<file path="src/rtl/gf11_reduce_seq_if.sv">
// Handshake bundle for the GF(2^11) reducer: product in, reduced element out.
interface gf11_reduce_seq_if #(parameter int N = 11);
  logic              in_valid;
  logic              in_ready;
  logic [2*N-2:0]    p;
  logic              out_valid;
  logic              out_ready;
  logic [N-1:0]      c;
  logic              busy;

  modport master (output in_valid, p, out_ready, input in_ready, out_valid, c, busy);
  modport slave  (input in_valid, p, out_ready, output in_ready, out_valid, c, busy);
endinterface

</file>
<file path="src/rtl/gf11_reduce_seq.sv">
// Sequential reduction of a 21-bit GF(2) product modulo x^11 + x^2 + 1.
// One high coefficient is folded per cycle, from x^20 down to x^11, using
// x^k = x^(k-9) + x^(k-11). Fixed 10-step schedule, no data-dependent exit.
// Only N = 11 is meaningful; the fold taps are hard-wired to this polynomial.
module gf11_reduce_seq #(
  parameter int N = 11
) (
  input  logic               clk,
  input  logic               rst_n,
  gf11_reduce_seq_if.slave   bus
);
  localparam int         PW     = 2*N-1;
  localparam logic [4:0] K_TOP  = 5'(PW-1);
  localparam logic [4:0] K_LAST = 5'(N);

  typedef enum logic [1:0] {IDLE, REDUCE, DONE} state_t;

  state_t        state, state_nxt;
  logic [PW-1:0] r, r_nxt, step_mask;
  logic [4:0]    k, k_nxt;

  // Fold pattern for the current position: clear x^k, toggle x^(k-9) and x^(k-11).
  always_comb begin
    step_mask = (PW'(1) << k) | (PW'(1) << (k - 5'd9)) | (PW'(1) << (k - 5'd11));
  end

  // Next-state and datapath update; the fold is applied only when r[k] is set.
  always_comb begin
    state_nxt = state;
    r_nxt     = r;
    k_nxt     = k;
    case (state)
      IDLE: begin
        if (bus.in_valid) begin
          r_nxt     = bus.p;
          k_nxt     = K_TOP;
          state_nxt = REDUCE;
        end
      end
      REDUCE: begin
        if (r[k]) r_nxt = r ^ step_mask;
        k_nxt = k - 5'd1;
        if (k == K_LAST) state_nxt = DONE;
      end
      DONE: begin
        if (bus.out_ready) state_nxt = IDLE;
      end
      default: state_nxt = IDLE;
    endcase
  end

  // State, remainder and step index registers; reset discards any partial result.
  always_ff @(posedge clk or negedge rst_n) begin
    if (!rst_n) begin
      state <= IDLE;
      r     <= '0;
      k     <= K_TOP;
    end else begin
      state <= state_nxt;
      r     <= r_nxt;
      k     <= k_nxt;
    end
  end

  // All outputs decode registered state only; nothing combinational from p/in_valid.
  assign bus.in_ready  = (state == IDLE);
  assign bus.out_valid = (state == DONE);
  assign bus.busy      = (state != IDLE);
  assign bus.c         = r[N-1:0];

endmodule

</file>
<file path="src/flat_wrapper.sv">
// flat-port wrapper written by rule: the top's interface ports become plain ports
module gf11_reduce_seq_flat 
#(
  parameter int N = 11
)
  (clk, rst_n, bus_in_valid, bus_p, bus_out_ready, bus_in_ready, bus_out_valid, bus_c, bus_busy);
  gf11_reduce_seq_if #(.N(N)) bus_i ();
  input  logic clk;
  input  logic rst_n;
  input wire logic [$bits(bus_i.in_valid)-1:0] bus_in_valid;
  input wire logic [$bits(bus_i.p)-1:0] bus_p;
  input wire logic [$bits(bus_i.out_ready)-1:0] bus_out_ready;
  output wire logic [$bits(bus_i.in_ready)-1:0] bus_in_ready;
  output wire logic [$bits(bus_i.out_valid)-1:0] bus_out_valid;
  output wire logic [$bits(bus_i.c)-1:0] bus_c;
  output wire logic [$bits(bus_i.busy)-1:0] bus_busy;
  assign bus_i.in_valid = bus_in_valid;
  assign bus_i.p = bus_p;
  assign bus_i.out_ready = bus_out_ready;
  assign bus_in_ready = bus_i.in_ready;
  assign bus_out_valid = bus_i.out_valid;
  assign bus_c = bus_i.c;
  assign bus_busy = bus_i.busy;
  gf11_reduce_seq #(.N(N)) u_core (.clk(clk), .rst_n(rst_n), .bus(bus_i));
endmodule
</file>
<file path="config.mk">
export PLATFORM = sky130hd
export DESIGN_NAME = gf11_reduce_seq_flat
export DESIGN_NICKNAME = d
export VERILOG_FILES = /design/src/rtl/gf11_reduce_seq_if.sv /design/src/rtl/gf11_reduce_seq.sv /design/src/flat_wrapper.sv
export SDC_FILE = /design/constraint.sdc
export NUM_CORES = 1
export LEC_CHECK = 0
export BUFFER_PORTS_ARGS = -buffer_cell sky130_fd_sc_hd__buf_2
export CORE_MARGIN = 10
export CORE_UTILIZATION = 58
export CTS_CLUSTER_DIAMETER = 80
export DETAILED_ROUTE_END_ITERATION = 10
export GPL_ROUTABILITY_DRIVEN = 0
export PLACE_DENSITY = 0.88
export SKIP_LAST_GASP = 1
export SLEW_MARGIN = 20
export SYNTH_ARGS = -nofsm -noshare
export SYNTH_HDL_FRONTEND = slang
export SYNTH_SLANG_ARGS = --single-unit
</file>
<file path="constraint.sdc">
create_clock -name clk -period 3.3 [get_ports clk]
set_input_delay 0 -clock clk [delete_from_list [all_inputs] [get_ports clk]]
set_output_delay 0 -clock clk [all_outputs]
set_load 0.01 [all_outputs]
</file>
# Word-level counts from Yosys, hierarchy flattened
# Index checks and enable logic that the tools add are counted.
[totals]
register_bits = 28
out_inout_bits = 14
[classes]
eq_ne = 7
muxes = 11
bitwise_logic = 3
magnitude_cmp = 1
addsub = 3
n_reduce_logical = 6
shift = 3
[op_table]
columns = ["op", "n"]
rows = [
  ["1-bit by 5-bit left shift with 21-bit output, first input constant", 3],
  ["21-bit 2-to-1 mux", 2],
  ["21-bit bitwise OR", 2],
  ["21-bit one-hot mux with 2 select lines", 1],
  ["21-bit bitwise XOR", 1],
  ["5-bit one-hot mux with 2 select lines", 1],
  ["5-bit by 4-bit subtractor with 5-bit output, second input constant", 2],
  ["5-bit by 6-bit < comparator with 1-bit output, second input constant", 1],
  ["2-bit 2-to-1 mux", 3],
  ["2-bit one-hot mux with 3 select lines", 1],
  ["3-bit AND reduction", 2],
  ["1-bit binary-select mux with 5-bit select", 1],
  ["5-bit by 4-bit == test with 1-bit output, second input constant", 1],
  ["5-bit 2-to-1 mux", 1],
  ["5-bit by 1-bit subtractor with 5-bit output, second input constant", 1],
  ["2-bit by 1-bit != test with 1-bit output, second input constant", 2],
  ["2-bit != test, second input constant", 2],
  ["2-bit nonzero test", 2],
  ["2-bit by 1-bit == test with 1-bit output, second input constant", 1],
  ["2-bit == test, second input constant", 1],
  ["2-bit logical NOT", 1],
  ["2-bit AND reduction", 1],
  ["1-bit 2-to-1 mux", 1],
]

# Logic depth before layout (Yosys ltp)
# Gate-level depths: netlist of run 1.
[depth]
depth_word = 7
ltp_mapped = 11
ltp_nobuf = 8

# Worst setup path before layout of run 1
# OpenSTA, ideal clock, no wires.
[synth_timing]
path_kind = "flip-flop to flip-flop"
from = "register u_core.k[0]"
to = "register u_core.r[1]"
setup_time_ns = 0.118
setup_slack_ns = 0.817
path_stages_with_launch = 12
period_less_slack_ns = 2.483
arrival_ns = 2.365
path_cell_list = "dfrtp_1 > buf_6 > buf_2 > inv_1 > ha_1 > clkbuf_1 > nand2b_1 > xor2_1 > o22ai_1 > a221oi_1 > nor4_1 > a21o_1"
[synth_between]
elab_chain_cells = 7
[synth_lines]
columns = ["element", "line_no", "source"]
rows = [
  ["from (decl)", "gf11_reduce_seq.sv:20", "logic [4:0] k, k_nxt;"],
  ["from (signal assigned)", "gf11_reduce_seq.sv:61", "k <= k_nxt;"],
  ["5-bit by 4-bit subtractor with 5-bit output", "gf11_reduce_seq.sv:24", "step_mask = (PW'(1) << k) | (PW'(1) << (k - 5'd9)) | (PW'(1) << (k - 5'd11));"],
  ["1-bit by 5-bit left shift with 21-bit output", "gf11_reduce_seq.sv:24", ""],
  ["21-bit bitwise OR (2 in a row)", "gf11_reduce_seq.sv:24", ""],
  ["21-bit bitwise XOR", "gf11_reduce_seq.sv:41", "if (r[k]) r_nxt = r ^ step_mask;"],
  ["21-bit 2-to-1 mux", "gf11_reduce_seq.sv:41", ""],
  ["21-bit one-hot mux with 2 select lines", "gf11_reduce_seq.sv:32", "case (state)"],
  ["to (signal assigned)", "gf11_reduce_seq.sv:60", "r <= r_nxt;"],
  ["to (decl)", "gf11_reduce_seq.sv:19", "logic [PW-1:0] r, r_nxt, step_mask;"],
]
# Parallel ways exist; a longest one is shown, timed or not. The select of a mux whose other input is x is not followed.
# A chain may end at the register's enable or synchronous reset.

# Worst setup path in the final report of run 1
[layout_timing]
from = "register u_core.k[1]"
to = "register u_core.r[3]"
# Same word-level chain as after synthesis.

==> impl_results.md, run 1 <==
* Status: finished, final reports clean
* Global-route wire length before repair at around 12 mm
* Num ports at 39
* Root Buffer: clkbuf_8
* Post-route setup slack at 0.4117 ns
* Peak VDD IR at 526.7 uV
* GRT Total Usage at 18.69%
* Syn Area/Cell at 8.119 um2
* TNS Setup at 0 ns
* Share of post-route cells with drive strength above 1 at about a fifth
* H-tree Lvls at 1
* Most frequent cells in the layout: 38 x buf_2, 29 x o21ai_0, 27 x nand2_1, 26 x nor2_1, 26 x dfrtp_1
* Cell variety after synth at 52
* Fin nets at 364
* Critical path type: register to register
* Hold crit path type: primary input to register
* Syn_nets at 348
* Async set-reset flop share out of synthesis at between 90% and 100%
* Sequential share of the synthesized area at between 20% and 30%
* Core ar. at 4324 um2
* Largest net degree at the start of global routing at 31
* Final wirelength at 7.092 mm
* Place WS at 0.5396 ns
* DR pass1 iterations at 6
* FF+latch count, synth at 28
* Via density at 6.790
* Commonest non-fill, non-tap cell in the layout: buf_2
* Top_reg_cell synth: dfrtp_1
* CTS max path bufs at 2
* Fraction of the mapped netlist area in adder cells at 3.914%
* N_diodes at 0
* Xor-xnor portion of the synthesized cell area at 1.370%
* Post-CTS setup buffers at 0
* Max Slew Vio Count at 0
* CTS Sinks at 28
* Mapped Cells at 315
* Worst path arrival time at approximately 3.1 ns
* Num CTS Buffers at 3
* Leak pwr at 1.159 nW
* Iteration-0 DRC Markers at 440
* Core Rows at 24
* Setup slack, reg-to-reg at just over 0.4 ns
* RSZ-0062 raised after global routing: false
* Port bufs at 38
* Worst-skew pair later-pin latency at roughly 0.28 ns
* FMAX at 0.3462 GHz
* CTS tree: done
* DIE HEIGHT at 86.41 um
* Die Wd at around 86 um
* Mapped cell area at 2557 um2
* Tmin final at 2.888 ns
* CP startpoint kind: register
* Setup violations, final at 0
* Layout area overhead at 6.507%
* Post-route ant nets at 0
* CP Max Fanout at 17
* Grt ovf at 0
* Clock transition at the registers of the reported paths at 0.09 ns
* Fin crit share at 87.52%
* Slew @ Worst Pin at 1.006 ns
* Slew margin rel. at 32.91%
* Wirelength per Cell at 18.61 um
* Starting Density at 59.14%
* Vias in the first global route at 2,516
* Synth Area in Compound Gates at 35.81%
* Mux share of post-synthesis cell area at 3.767%
* Initial antenna violation count at 0
* Main combinational cell family by area after synthesis: compound AO/OA/AOI/OAI gates
* EDFF count, synth at 0
* Remaining DRCs at 0
* Pwr Density at 1158 nW/um2
* Max-cap violations at 0
* Total number of vias at 2,587
* Post-Synth Simple-Gate Area at roughly a fifth
* Synth warn at 0
* Final Hold Vio Count at 0
* DIE AREA at 7466 um2
* Fin Clk Skew at 0.001314 ns
* DP HPWL at about 5.1 mm
* Critical path required time at 3.48 ns
* Crit end category: register
-- synthesized netlist by cell type (2+ instances only) --
cell        n  area share, %
nor2b_1    14            3.4
clkbuf_1   11            1.6
o22a_1      2           0.69
xnor2_1     3            1.0
mux2i_1     4            1.6
buf_2       6            1.2
dfrtp_1    26             25
a21o_1      7            2.1
o31ai_1     2           0.59
nand2_1    27            4.0
nand2b_1    6            1.5
nor2_1     26            3.8
a211oi_1    3           0.88
a22o_1      2           0.69
and2_1      3           0.73
a32oi_1     3            1.0
a22oi_1    10            2.9
buf_4      12            3.5
o21ai_0    29            5.7
a211o_1     5            1.7
o2bb2ai_1   9            3.1
a31oi_1     3           0.73
nor4_1      5            1.2
buf_1       5           0.73
buf_6       2           0.88
o211ai_1    4            1.2
ha_1        8            3.9
a221oi_1    8            2.7
or2_2       4           0.98
o22ai_1    10            2.4
a21oi_1    13            2.5
nand3_1     8            1.6
a2bb2oi_1   5            1.7
a21boi_0    5            1.5
and3b_1     2           0.69
inv_1       5           0.73
mux4_2      2            1.8
dfstp_2     2            2.1
-- final cells by class --
type | instances | area (um2)
inverters | 5 | 18.77
well taps | 52 | 65.06
clock buffers | 3 | 41.29
repair buffers | 47 | 260.3
flip-flops and latches | 28 | 703.2
multi-input cells | 246 | 1635
fillers | 398 | 1600
-- logic make-up (layout without fill, tap and decap cells) --
| logic type | count (synthesis) | in the layout |
|---|---|---|
| AND/OR/NAND/NOR | 99 | 99 |
| AO/OA/AOI/OAI | 128 | 128 |
| multiplexers | 7 | 7 |
| buffers and inverters | 41 | 55 |
| XOR/XNOR | 4 | 4 |
| adder cells (fa/ha/maj) | 8 | 8 |
| flip-flops | 28 | 28 |
-- state kept, by name (all words and copies together), names as in the netlist --
name / count
u_core.r: 21
u_core.k: 5
u_core.state: 2
-- path summary, 6_finish.rpt --
check	start	cells after the start	to
max	u_core.k[1]	8	u_core.r[3]
min	bus_p[10]	3	u_core.r[10]
max reg2reg	u_core.k[1]	8	u_core.r[3]
min reg2reg	u_core.r[12]	1	u_core.r[12]
max in group asynchronous	rst_n	2	u_core.r[2]
min in group asynchronous	rst_n	2	u_core.k[3]
-- per-layer routing --
layer | vias to the layer above | wire length (um) | global-route usage [%]
met3 | 27 | 680 | 4.878
met2 | 157 | 3227 | 29.19
li1 | 1202 | - | -
met4 | 0 | 163 | 7.069
met5 | - | 0 | 0
met1 | 1201 | 3020 | 24.06
-- critical path, stage by stage (launching register included) --
cell and delay, ns:
dfrtp_1 0.71, inv_1 0.20, ha_1 0.36, nand2b_1 0.24
xor2_1 0.32, o22ai_1 0.25, a221oi_1 0.46, nor4_1 0.09
a21o_1 0.16
-- repair_timing --
item | 4_1_cts | 5_1_grt
gates resized for setup | 0 | 0
hold endpoints to repair | 26 | 0
hold buffers | 1 | 0
-- where the power goes --
group,switching (mW),internal (mW)
clock network,0.107,0.0822
logic,1.32,0.864
registers,0.263,0.518
total,1.69,1.46
-- stage by stage --
step           std cells  power [mW]  util [%]  hold slack (ns)  instance area, um2
5_1_grt              381       3.399     62.99          0.04221                2724
3_5_place_dp         377       2.898     61.81          0.06421                2673
4_1_cts              381       3.102     62.99          0.02773                2724
2_1_floorplan        315       2.430         -          -0.2956                2557
6_report             381       3.154     62.99          0.02524                2724
3_3_place_gp         377       2.836     61.81          0.05928                2673
Power figures use the tool's default switching activity.
==> run 2, diff against run 1 <==
BUFFER_PORTS_ARGS = not set   (was -buffer_cell sky130_fd_sc_hd__buf_2)
CORE_UTILIZATION = 62   (was 58)
DONT_BUFFER_PORTS = 1   (was not set)
PLACE_DENSITY = 0.85   (was 0.88)
SLEW_MARGIN = not set   (was 20)
==> run 2 against run 1 <==
  * Routed wire length up 4.4%
  * First-iteration DRC count down 8.6%
  * Power increased by 0.61%
  * Sequential cell count unchanged
  * Critical path type unchanged
==> impl_results.md, run 2 (synthesis gave the netlist of run 1 again) <==
* Pwr Density at 1153 nW/um2 (-0.44%)
* Port bufs at 0 (-100%)
* Critical path type: register to register
* Non-filler cells, final at 360 (-5.5%)
* Most frequent cells in the layout: 29 x o21ai_0, 27 x nand2_1, 26 x nor2_1, 26 x dfrtp_1, 20 x dlygate4sd3_1
* Cells on worst reg2reg path at 8 (unchanged)
* Max reg flops at 21 (unchanged)
* Via density at 7.144 (+5.2%)
* Tmin final at 2.976 ns (+0.08730 ns)
* CP max stage delay at 0.72 ns (about the same)
* FMAX at 0.3361 GHz (-2.9%)
* Final wirelength at 7.403 mm (+4.4%)
* Hold Path Stages at 3 (unchanged)
* Max-cap violations at 0 (unchanged)
* Wirelength per Cell at 20.56 um (+10%)
* Hold crit path type: primary input to register
* Num CTS Buffers at 3 (unchanged)
* Leak pwr at 1.095 nW (-5.5%)
* Hold path startpoint: bus_p[1]
* DIE HEIGHT at 84.23 um (-2.5%)
* Commonest non-fill, non-tap cell in the layout: o21ai_0
* Clock share of power at 7.0% (+1.0 points)
* CTS tree: done
* Worst R2R End: u_core.r[3]
* Num ports at 39 (unchanged)
* Vias in the first global route at 2,465 (-2.0%)
* Share of post-route cells with drive strength above 1 at 7.742% (-11 points)
* CP startpoint kind: register
* Worst-skew pair later-pin latency at 0.28 ns (about the same)
* Top flop regs: u_core.r: 21 flops, u_core.k: 5 flops, u_core.state: 2 flops
* Remaining DRCs at 0 (unchanged)
* Total number of vias at 2,572 (-0.58%)
* Fin Clk Skew at 0.006222 ns (+0.004908 ns)
* WHS Endpoint: u_core.r[1]
* Setup violations, final at 0 (unchanged)
* CTS max path bufs at 2 (unchanged)
* Largest Register: u_core.r
* Comb power frac at 66.7% (-2.5 points)
* Worst path arrival time at 3.16 ns (+0.09 ns)
* Layout area overhead at 7.632%
* Critical-path cell list: inv_1 -> ha_1 -> nand2b_1 -> xor2_1 -> o22ai_1 -> a221oi_1 -> nor4_1 -> a21o_1
* RR Startpoint: u_core.k[1]
* Global-route wire length before repair at 12.43 mm (+5.1%)
* Die Wd at 84.23 um (-2.5%)
* DP HPWL at 5.116 mm (about the same)
* CTS Sinks at 28 (unchanged)
* CTS resizes at 0 (unchanged)
* Final Util at 68.81% (+5.8 points)
* Sw power at 1.714 mW (+1.5%)
* RSZ-0062 raised after global routing: false
* WP depth at 8 (unchanged)
* N_diodes at 0 (unchanged)
* Critical path required time at 3.49 ns (about the same)
* Initial antenna violation count at 0 (unchanged)
* Grt ovf at 0 (unchanged)
* CP Max Fanout at 17 (unchanged)
* DR pass1 iterations at 5 (-1)
* Peak VDD IR at 635.3 uV (+21%)
* Post-route setup slack at 0.3244 ns (-0.08730 ns)
* H-tree Lvls at 1 (unchanged)
* Switching share of total power at 54.01% (+0.45 points)
* Core Rows at 23 (-4.2%)
* DIE AREA at 7094 um2 (-5.0%)
* TNS Setup at 0 ns (unchanged)
* Setup slack, reg-to-reg at 0.32 ns (-0.09 ns)
* Hold slack at 0.01785 ns (-0.007389 ns)
* Fin nets at 344 (-5.5%)
* GRT Total Usage at 20.08% (+1.4 points)
* Max Slew Vio Count at 0 (unchanged)
* Delay-heaviest family, CP: compound AO/OA/AOI/OAI gates
* Clock transition at the registers of the reported paths at 0.11 ns (+0.02 ns)
* Starting Density at 63.93% (+4.8 points)
* Bufs and invs on worst path at 1 (unchanged)
* Register share of total power at 26.3% (+1.5 points)
* Internal at 1.459 mW (-0.36%)
* Largest net degree at the start of global routing at 31 (unchanged)
* Slew @ Worst Pin at 1.085 ns (+0.07899 ns)
* Post-route ant nets at 0 (unchanged)
* Root Buffer: clkbuf_8
* CP max stage cell: dfrtp_1
* Slew margin rel. at 27.64% (-5.3 points)
* Place WS at 0.4492 ns (-0.09037 ns)
* Fillers at 325 (-18%)
* Status: finished, final reports clean
* Core ar. at 4000 um2 (-7.5%)
* Iteration-0 DRC Markers at 402 (-8.6%)
* Placed cells at 335 (-11%)
* Fin crit share at 90.17% (+2.6 points)
* Crit end category: register
* Final Hold Vio Count at 0 (unchanged)
[run 2: changes by cell type in the layout (fill, tap and decap cells not counted), sizes merged]
cell	change
buf	-39
clkbuf	+1
dlygate4sd3	+19
[run 2: worst max-delay path by stage]
stage                      from           end  slack (ns)
finish              u_core.k[1]   u_core.r[3]        0.32
global route        u_core.k[1]  u_core.r[18]        0.13
CTS                 u_core.k[1]   u_core.r[3]        0.42
detailed placement  u_core.k[1]   u_core.r[3]        0.45
global placement    u_core.k[1]   u_core.r[3]        0.49
floorplan           u_core.k[0]   u_core.r[1]        0.82
[run 2: power groups by stage]
stage | Combinational, mW | Clock (mW) | Sequential, mW
finish | 2.12 | 0.224 | 0.833
global route | 2.29 | 0.239 | 0.866
CTS | 2.04 | 0.227 | 0.821
detailed placement | 2.00 | 0 | 0.827
global placement | 1.95 | 0 | 0.819
floorplan | 1.80 | 0 | 0.631
[run 2: tightest hold or removal path: stages]
cell    delay (ns)
nor2_1        0.08
nor4_1        0.05
a21o_1        0.14
[run 2: cell type report]
type                       count  area (um2)  area share (%)
clock buffer                   4       55.05           2.000
sequential                    28       703.2           25.55
tap                           50       62.56           2.273
multi-input combinational    246        1635           59.41
inverter                       5       18.77          0.6818
timing repair buffer          27       277.8           10.09
[run 2: repair_timing]
action | 4_1_cts | 5_1_grt
setup buffers | 0 | 0
hold buffers | 21 | 0
endpoints found under the hold margin | 47 | 0
[run 2: per-stage QoR]
step | area [um2] | power (mW)
4_1_cts | 2753 | 3.088
3_5_place_dp | 2477 | 2.826
3_3_place_gp | 2477 | 2.772
2_1_floorplan | 2557 | 2.430
6_report | 2753 | 3.173
5_1_grt | 2753 | 3.397
[run 2: metal layers]
metal	part of all wire [%]	wire [um]	global-route usage, %	vias to the layer above
met2	46	3382	30.77	176
met3	11	785	5.604	22
met5	0	0	0	-
met4	2.4	174	7.458	0
met1	41	3061	26.07	1210
li1	-	-	-	1164
==> run 3, diff against run 2 <==
SETUP_SLACK_MARGIN = 0.4   (was not set)
==> run 3 against run 2 <==
  * Combinational power is essentially flat
  * Routed wire length is 1.0% lower
  * Register-to-register slack improved by 0.19 ns
  * Fmax rose by 6.7%
  * Count of clock-buffer cells in the layout is the same
  * Largest power group unchanged
  * Design area up 0.14%
  * Largest cell class unchanged
==> impl_results.md, run 3 (synthesis gave the netlist of run 1 again) <==
* Status: finished, final reports clean
* Register share of total power at 26.4% (about the same)
* Remaining DRCs at 0 (unchanged)
* FMAX at 0.3585 GHz (+6.7%)
* Fin Clk Skew at 0.006755 ns (+0.0005327 ns)
* CP Max Fanout at 17 (unchanged)
* Bufs and invs on worst path at 0 (-1)
* CP max stage cell: dfrtp_2
* Post-route setup slack at 0.5106 ns (+0.1862 ns)
* Max reg flops at 21 (unchanged)
* Max Slew Vio Count at 0 (unchanged)
* CTS tree: done
* H-tree Lvls at 1 (unchanged)
* Clock share of power at 7.0% (about the same)
* Max-cap violations at 0 (unchanged)
* Via density at 7.231 (+1.2%)
* Slew margin rel. at 29.95% (+2.3 points)
* Worst path arrival time at 2.95 ns (-0.21 ns)
* Final wirelength at 7.328 mm (-1.0%)
* Delay-heaviest family, CP: compound AO/OA/AOI/OAI gates
* TNS Setup at 0 ns (unchanged)
* Critical-path cell list: ha_1 -> and4b_1 -> o21ai_0 -> a21boi_0 -> a211oi_1 -> a21oi_1 -> a2bb2oi_1
* Core Rows at 23 (unchanged)
* Root Buffer: clkbuf_8
* Initial antenna violation count at 0 (unchanged)
* CTS Sinks at 28 (unchanged)
* Vias in the first global route at 2,465 (unchanged)
* Die Wd at 84.23 um (unchanged)
* N_diodes at 0 (unchanged)
* Setup violations, final at 0 (unchanged)
* Sw power at 1.706 mW (-0.49%)
* Commonest non-fill, non-tap cell in the layout: o21ai_0
* Top flop regs: u_core.r: 21 flops, u_core.k: 5 flops, u_core.state: 2 flops
* Leak pwr at 1.094 nW (-0.14%)
* Pwr Density at 1151 nW/um2 (-0.20%)
* Wirelength per Cell at 20.36 um (-1.0%)
* CP startpoint kind: register
* Largest Register: u_core.r
* GRT Total Usage at 20.08% (unchanged)
* Starting Density at 63.93% (unchanged)
* Clock transition at the registers of the reported paths at 0.11 ns (about the same)
* Global-route wire length before repair at 12.43 mm (unchanged)
* Most frequent cells in the layout: 29 x o21ai_0, 27 x nand2_1, 26 x nor2_1, 24 x dfrtp_1, 20 x dlygate4sd3_1
* Tmin final at 2.789 ns (-0.1862 ns)
* Post-route ant nets at 0 (unchanged)
* Crit end category: register
* Fin crit share at 84.53% (-5.6 points)
* CP max stage delay at 0.57 ns (-0.15 ns)
* Place WS at 0.4492 ns (unchanged)
* Largest net degree at the start of global routing at 31 (unchanged)
* Worst-skew pair later-pin latency at 0.28 ns (about the same)
* Post-CTS setup buffers at 0 (unchanged)
* Switching share of total power at 53.78% (-0.23 points)
* Grt ovf at 0 (unchanged)
* Comb power frac at 66.6% (about the same)
* DP HPWL at 5.116 mm (unchanged)
* Hold crit path type: primary input to register
* DIE HEIGHT at 84.23 um (unchanged)
* Port bufs at 0 (unchanged)
* DIE AREA at 7094 um2 (unchanged)
* Slew @ Worst Pin at 1.051 ns (-0.03452 ns)
* Final Hold Vio Count at 0 (unchanged)
* RSZ-0062 raised after global routing: true
* Core ar. at 4000 um2 (unchanged)
* Total number of vias at 2,603 (+1.2%)
* Share of post-route cells with drive strength above 1 at 8.710% (+0.97 points)
* Num ports at 39 (unchanged)
* Internal at 1.466 mW (+0.45%)
* CTS max path bufs at 2 (unchanged)
* Num CTS Buffers at 3 (unchanged)
* DR pass1 iterations at 5 (unchanged)
* Iteration-0 DRC Markers at 405 (+0.75%)
* Critical path required time at 3.46 ns (-0.03 ns)
* Critical path type: register to register
* Layout area overhead at 7.779%
* Peak VDD IR at 631.6 uV (-0.58%)
* Fin nets at 344 (unchanged)
-- run 3: worst register-to-register path: cells and delay by family, from the launching register on --
kind | cells | cell delay (ns)
DFF | 1 | 0.57
and+or+nand+nor | 1 | 0.25
AOI/OAI and AO/OA | 5 | 1.42
adders and majority gates | 1 | 0.43
-- run 3: through the flow --
step	instances	total power [mW]	cell area, um2	hold slack [ns]	utilization (%)
2_1_floorplan	315	2.430	2557	-0.2956	-
3_3_place_gp	335	2.772	2477	-0.2940	61.93
3_5_place_dp	335	2.826	2477	-0.2942	61.93
4_1_cts	360	3.088	2753	0.01568	68.81
5_1_grt	360	3.403	2756	0.04421	68.91
6_report	360	3.172	2756	0.01785	68.91
-- run 3: path summary, 6_finish.rpt --
path | startpoint | end | slack [ns] | cells after the start
max | u_core.k[1] | u_core.r[18] | 0.51 | 7
min | bus_p[3] | u_core.r[3] | 0.02 | 3
max reg2reg | u_core.k[1] | u_core.r[18] | 0.51 | 7
min reg2reg | u_core.r[11] | u_core.r[11] | 0.53 | 1
max in group asynchronous | rst_n | u_core.k[2] | 2.93 | 2
min in group asynchronous | rst_n | u_core.r[19] | 0.14 | 2
-- run 3: repair_timing --
| action | 4_1_cts | 5_1_grt |
|---|---|---|
| endpoints found under the hold margin | 47 | 0 |
| hold buffers | 21 | 0 |
| endpoints found under the setup margin | 0 | 19 |
| gates resized for setup | 0 | 3 |
-- run 3: final cells by class --
cell class / count / area, um2
clock buffers: 4 / 55.05
fillers: 323 / 1244
inverters: 5 / 18.77
multi-input cells: 246 / 1637
flip-flops and latches: 28 / 705.7
well taps: 50 / 62.56
repair buffers: 27 / 277.8
-- run 3: power by group through the flow --
stage / clock (mW) / sequential (mW) / combinational [mW]
floorplan: 0 / 0.631 / 1.80
global route: 0.239 / 0.869 / 2.30
finish: 0.223 / 0.836 / 2.11
CTS: 0.227 / 0.821 / 2.04
global placement: 0 / 0.819 / 1.95
detailed placement: 0 / 0.827 / 2.00
-- run 3: routing by layer --
layer  track usage (%)  share of wire [%]  vias up
li1                  -                  -     1160
met1             26.07                 41     1233
met2             30.77                 45      180
met3             5.604                 11       30
met4             7.458                3.2        0
met5                 0                  0        -
